--- src/rtl/pc_fetch_unit_if.sv ---
// Fetch-stage bus: EX-stage redirect inputs, hazard/halt controls and the
// instruction-fetch outputs of the PC stage.
interface pc_fetch_unit_if;
    logic        pc_enable;
    logic [2:0]  pc_select;
    logic        z_fl;
    logic [31:0] ex_pc_plus4;
    logic [15:0] ex_imm16;
    logic [25:0] ex_jaddr;
    logic [31:0] ex_rdat1;
    logic        halt_in;
    logic [31:0] imemaddr;
    logic        imemREN;
    logic [31:0] pc_plus4;
    logic        redirect;
    logic        halt;

    // Driver side (pipeline control / testbench)
    modport master (
        output pc_enable, pc_select, z_fl, ex_pc_plus4, ex_imm16,
               ex_jaddr, ex_rdat1, halt_in,
        input  imemaddr, imemREN, pc_plus4, redirect, halt
    );

    // PC stage side
    modport slave (
        input  pc_enable, pc_select, z_fl, ex_pc_plus4, ex_imm16,
               ex_jaddr, ex_rdat1, halt_in,
        output imemaddr, imemREN, pc_plus4, redirect, halt
    );
endinterface

--- src/rtl/pc_fetch_unit.sv ---
// Program counter and fetch-request stage. Selects the next PC from the
// EX-stage redirect, parks redirects that arrive while stalled, and owns
// the sticky halt state that stops instruction fetch.
module pc_fetch_unit #(
    parameter logic [31:0] PC_INIT = 32'h0000_0000
) (
    input  logic           CLK,
    input  logic           nRST,
    pc_fetch_unit_if.slave bus
);

    localparam logic [2:0] SEL_JUMP  = 3'd1;
    localparam logic [2:0] SEL_JR    = 3'd2;
    localparam logic [2:0] SEL_BEQ   = 3'd3;
    localparam logic [2:0] SEL_BNE   = 3'd4;

    typedef enum logic {
        RUN,
        HALTED
    } state_t;

    state_t      state_q, state_d;
    logic [31:0] pc_q, pc_d;
    logic        pend_valid_q, pend_valid_d;
    logic [31:0] pend_target_q, pend_target_d;

    logic        taken;
    logic [31:0] live_target;
    logic [31:0] branch_target;
    logic [31:0] jump_target;
    logic [31:0] pc_plus4;

    assign pc_plus4      = pc_q + 32'd4;
    assign branch_target = bus.ex_pc_plus4 + {{14{bus.ex_imm16[15]}}, bus.ex_imm16, 2'b00};
    assign jump_target   = {bus.ex_pc_plus4[31:28], bus.ex_jaddr, 2'b00};

    // Taken decision and live redirect target; selects 0 and 5-7 are NEXT
    always_comb begin
        taken       = 1'b0;
        live_target = branch_target;
        case (bus.pc_select)
            SEL_JUMP: begin
                taken       = 1'b1;
                live_target = jump_target;
            end
            SEL_JR: begin
                taken       = 1'b1;
                live_target = bus.ex_rdat1;
            end
            SEL_BEQ: taken = bus.z_fl;
            SEL_BNE: taken = ~bus.z_fl;
            default: taken = 1'b0;
        endcase
    end

    // Next-state: halt dominates, then enabled advance, then stall parking
    always_comb begin
        state_d       = state_q;
        pc_d          = pc_q;
        pend_valid_d  = pend_valid_q;
        pend_target_d = pend_target_q;
        case (state_q)
            RUN: begin
                if (bus.halt_in) begin
                    state_d = HALTED;
                end else if (bus.pc_enable) begin
                    if (taken)
                        pc_d = live_target;
                    else if (pend_valid_q)
                        pc_d = pend_target_q;
                    else
                        pc_d = pc_plus4;
                    pend_valid_d = 1'b0;
                end else if (taken) begin
                    pend_valid_d  = 1'b1;
                    pend_target_d = live_target;
                end
            end
            HALTED: state_d = HALTED;
            default: state_d = RUN;
        endcase
    end

    // State, PC and pending-redirect registers
    always_ff @(posedge CLK or negedge nRST) begin
        if (!nRST) begin
            state_q       <= RUN;
            pc_q          <= PC_INIT;
            pend_valid_q  <= 1'b0;
            pend_target_q <= '0;
        end else begin
            state_q       <= state_d;
            pc_q          <= pc_d;
            pend_valid_q  <= pend_valid_d;
            pend_target_q <= pend_target_d;
        end
    end

    assign bus.imemaddr = pc_q;
    assign bus.pc_plus4 = pc_plus4;
    assign bus.redirect = taken;
    assign bus.imemREN  = (state_q == RUN);
    assign bus.halt     = (state_q == HALTED);

endmodule

--- src/flat_wrapper.sv ---
// flat-port wrapper written by rule: the top's interface ports become plain ports
module pc_fetch_unit_flat 
#(
    parameter logic [31:0] PC_INIT = 32'h0000_0000
)
  (CLK, nRST, bus_pc_enable, bus_pc_select, bus_z_fl, bus_ex_pc_plus4, bus_ex_imm16, bus_ex_jaddr, bus_ex_rdat1, bus_halt_in, bus_imemaddr, bus_imemREN, bus_pc_plus4, bus_redirect, bus_halt);
  pc_fetch_unit_if bus_i ();
  input  logic CLK;
  input  logic nRST;
  input wire logic [$bits(bus_i.pc_enable)-1:0] bus_pc_enable;
  input wire logic [$bits(bus_i.pc_select)-1:0] bus_pc_select;
  input wire logic [$bits(bus_i.z_fl)-1:0] bus_z_fl;
  input wire logic [$bits(bus_i.ex_pc_plus4)-1:0] bus_ex_pc_plus4;
  input wire logic [$bits(bus_i.ex_imm16)-1:0] bus_ex_imm16;
  input wire logic [$bits(bus_i.ex_jaddr)-1:0] bus_ex_jaddr;
  input wire logic [$bits(bus_i.ex_rdat1)-1:0] bus_ex_rdat1;
  input wire logic [$bits(bus_i.halt_in)-1:0] bus_halt_in;
  output wire logic [$bits(bus_i.imemaddr)-1:0] bus_imemaddr;
  output wire logic [$bits(bus_i.imemREN)-1:0] bus_imemREN;
  output wire logic [$bits(bus_i.pc_plus4)-1:0] bus_pc_plus4;
  output wire logic [$bits(bus_i.redirect)-1:0] bus_redirect;
  output wire logic [$bits(bus_i.halt)-1:0] bus_halt;
  assign bus_i.pc_enable = bus_pc_enable;
  assign bus_i.pc_select = bus_pc_select;
  assign bus_i.z_fl = bus_z_fl;
  assign bus_i.ex_pc_plus4 = bus_ex_pc_plus4;
  assign bus_i.ex_imm16 = bus_ex_imm16;
  assign bus_i.ex_jaddr = bus_ex_jaddr;
  assign bus_i.ex_rdat1 = bus_ex_rdat1;
  assign bus_i.halt_in = bus_halt_in;
  assign bus_imemaddr = bus_i.imemaddr;
  assign bus_imemREN = bus_i.imemREN;
  assign bus_pc_plus4 = bus_i.pc_plus4;
  assign bus_redirect = bus_i.redirect;
  assign bus_halt = bus_i.halt;
  pc_fetch_unit #(.PC_INIT(PC_INIT)) u_core (.CLK(CLK), .nRST(nRST), .bus(bus_i));
endmodule
--- config.mk ---
export PLATFORM = sky130hd
export DESIGN_NAME = pc_fetch_unit_flat
export DESIGN_NICKNAME = d
export VERILOG_FILES = /design/src/rtl/pc_fetch_unit_if.sv /design/src/rtl/pc_fetch_unit.sv /design/src/flat_wrapper.sv
export SDC_FILE = /design/constraint.sdc
export NUM_CORES = 1
export LEC_CHECK = 0
export CAP_MARGIN = 5
export CELL_PAD_IN_SITES_DETAIL_PLACEMENT = 0
export CELL_PAD_IN_SITES_GLOBAL_PLACEMENT = 1
export CORE_ASPECT_RATIO = 0.7
export CORE_MARGIN = 2
export CORE_UTILIZATION = 37
export DETAILED_ROUTE_END_ITERATION = 12
export GPL_TIMING_DRIVEN = 0
export PLACE_DENSITY = 0.88
export SLEW_MARGIN = 10
export SYNTH_ARGS = -nofsm -noshare
export SYNTH_HDL_FRONTEND = slang
export SYNTH_SLANG_ARGS = --single-unit
--- constraint.sdc ---
create_clock -name CLK -period 5.05 [get_ports CLK]
set_input_delay 0.505 -clock CLK [delete_from_list [all_inputs] [get_ports CLK]]
set_output_delay 0.505 -clock CLK [all_outputs]
set_load 0.005 [all_outputs]
==> flow_summary.json <==
{
  "grt_remaining_overflow": 0,
  "ys_seq_area_frac": 0.290,
  "drc": 0,
  "clockPowerShare": 0.308,
  "cts_resized": 0,
  "drive_gt1_frac": 0.0528,
  "grt_pass1_vias": 5719,
  "clkSlewWorstSetupHoldPaths_ns": 0.06,
  "worstSkewPairLatency_ns": 0.33,
  "initial_utilization": 0.383,
  "grt_start_max_net_pins": 39,
  "htreeDepth": 3,
  "sequentialPowerShare": 0.319,
  "netlist_instances": 712,
  "yosysUniqueCellTypes": 67,
  "fin_ws_ns": 1.05,
  "switching_share": 0.329,
  "std_cell_rows": 37,
  "critPathCaptureType": "flop",
  "layout_min_cycle_time_ns": 4.00,
  "fin_tns_setup_ns": 0,
  "syn_nets": 857,
  "setup_viol": 0,
  "skew_ns": 0.00702,
  "rrSetupSlack_ns": 2.54,
  "cellPowerDensity_mw_per_mm2": 252,
  "final_cell_mix": "clkdlybuf4s50_1 (179), nand2_1 (122), o21ai_0 (67)",
  "io_pins": 181,
  "r2r_start": "u_core.pend_valid_q",
  "wl_mm": 20.9,
  "tightest_slew_ns": 1.07,
  "n_antenna_cell": 0,
  "r2r-end": "u_core.bus.imemaddr[0]",
  "dieHeight_um": 108,
  "p_sw_w": 0.000670,
  "area_growth_pct": 41.6,
  "clock.fmax_ghz": 0.250,
  "critPathMaxFanout": 17,
  "cts_hold_buffers": 0,
  "first_iter_violations": 444,
  "cts_tree": "built",
  "fin_crit_sh": 0.792,
  "required_ns": 5.24,
  "startpoint": "bus_ex_imm16[15]",
  "crit_end": "u_core.bus.imemaddr[29]",
  "peakVddDrop_mv": 0.158,
  "viasPerCell": 5.57,
  "fin_nets": 1049,
  "place_ws_ns": 0.839,
  "port_buffers": 180,
  "hold_viol": 0,
  "die-area_mm2": 0.0164,
  "clock_path_buffers": 2,
  "power_frac_comb": 0.373,
  "die_w_um": 152,
  "slew_headroom": 0.282,
  "antenna_found_initial": 0,
  "cts_made_buffers": 9,
  "crit_type": "in -> reg",
  "leakage_nw": 3.36,
  "synth-warning-count": 0,
  "synth_flop_cell": "dfrtp_1",
  "avgSynthCellArea_um2": 7.99,
  "yosys_register_bits": 66,
  "syn_area_mm2": 0.00569,
  "core_mm2": 0.0149,
  "firstDrtPassIters": 5,
  "final_common_cell": "clkdlybuf4s50_1",
  "p_int_w": 0.00136,
  "reg2reg_depth": 6,
  "grt_pass1_wl_mm": 32.1,
  "clock_sinks": 66,
  "async_flop_share": 1.00,
  "avgRoutedWirePerCell_um": 19.0,
  "rsz0062_at_grt": "false",
  "cts_root_buffer": "clkbuf_16",
  "critPathLaunchType": "input pin",
  "antenna_left": 0,
  "arrival_ns": 4.19,
  "fillCellCount": 1440,
  "place_congestion": 0.880,
  "outcome": "finished clean",
  "grt.total_usage": 0.251,
  "hpwl_mm": 16.6,
  "num_vias": 6147,
  "synth-edff-count": 0,
  "hold_path_class": "in -> async",
  "finalMaxSlewViolations": 0,
  "drv_cap": 0,
  "post-cts-setup-buffer-count": 0
}
how the worst min path moves through the flow:
| stage | from | endpoint | slack [ns] | cells after the start |
|---|---|---|---|---|
| final | nRST | u_core.bus.imemaddr[10] | 0.1 | 1 |
| after global placement | u_core.pend_target_q[23] | u_core.pend_target_q[23] | 0.46 | 2 |
| after global routing | nRST | u_core.bus.imemaddr[10] | 0.12 | 1 |
| after floorplan | nRST | u_core.bus.halt | 0.21 | 0 |
| after detailed placement | nRST | u_core.bus.imemaddr[10] | 0.46 | 1 |
| after CTS | nRST | u_core.bus.imemaddr[10] | 0.11 | 1 |
state kept, by name, indices dropped and copies added, names as in the netlist:
register / count
u_core.bus.imemaddr: 32
u_core.pend_target_q: 32
u_core.bus.halt: 1
u_core.pend_valid_q: 1
final cells by class:
cell class | instances | area (um^2) | area share
plain buffers | 38 | 195 | 0.0242
multi-input cells | 589 | 3770 | 0.468
well taps | 195 | 244 | 0.0303
clock buffers | 15 | 298 | 0.0370
inverters | 19 | 71.3 | 0.00885
flip-flops and latches | 66 | 1650 | 0.205
clock inverters | 1 | 5.00 | 0.000621
repair buffers | 181 | 1820 | 0.226
Yosys cell counts, types with 14 or more instances:
library cell | n | area (um^2)
nand3_1 | 18 | 90.1
inv_1 | 19 | 71.3
clkbuf_1 | 28 | 105
o21ai_0 | 67 | 335
xor2_1 | 24 | 210
a22oi_1 | 14 | 105
mux2i_1 | 25 | 250
ha_1 | 30 | 375
xnor2_1 | 26 | 228
a21oi_1 | 58 | 290
nand2_1 | 122 | 458
dfrtp_1 | 66 | 1650
nor2_1 | 50 | 188
kinds of logic after synthesis:
kind of cell / Yosys count / synth area share
adder cells (fa/ha/maj): 31 / 0.0695
AO/OA/AOI/OAI: 235 / 0.272
multiplexers: 26 / 0.0460
AND/OR/NAND/NOR: 247 / 0.198
XOR/XNOR: 50 / 0.0770
buffers and inverters: 57 / 0.0468
flip-flops: 66 / 0.290
stage by stage:
step	instance area [um^2]	instances	utilization	total power, W	hold WS (ns)
2_1_floorplan	5690	712	-	0.00103	0.209
3_3_place_gp	7730	1087	0.521	0.00139	0.458
3_5_place_dp	7750	1088	0.522	0.00140	0.459
4_1_cts	8060	1104	0.542	0.00203	0.109
5_1_grt	8060	1104	0.542	0.00213	0.118
6_report	8060	1104	0.542	0.00203	0.0974
worst max-delay path, stage by stage:
cell             delay, ns
clkdlybuf4s50_1       0.95
ha_1                  0.36
clkbuf_1              0.19
a21o_1                0.24
a21o_1                0.18
a21oi_1               0.34
o21ai_0               0.25
nor3b_1               0.24
mux2i_1               0.10
a222oi_1              0.67
a21oi_1               0.16
per-layer routing:
layer / global-route usage / vias up / wire length (um)
met5: 0 / - / 0
met4: 0.0447 / 0 / 188
met1: 0.382 / 2868 / 10100
li1: - / 2978 / -
met2: 0.365 / 290 / 8650
met3: 0.0531 / 11 / 2050
power by group through the flow:
| stage | sequential [W] | clock (W) | combinational (W) |
|---|---|---|---|
| after floorplan | 0.000642 | 0 | 0.000384 |
| after CTS | 0.000648 | 0.000627 | 0.000751 |
| after detailed placement | 0.000657 | 0 | 0.000747 |
| final | 0.000650 | 0.000626 | 0.000758 |
| after global routing | 0.000657 | 0.000653 | 0.000822 |
| after global placement | 0.000655 | 0 | 0.000738 |
No activity file was read; power rests on OpenSTA's default activity.
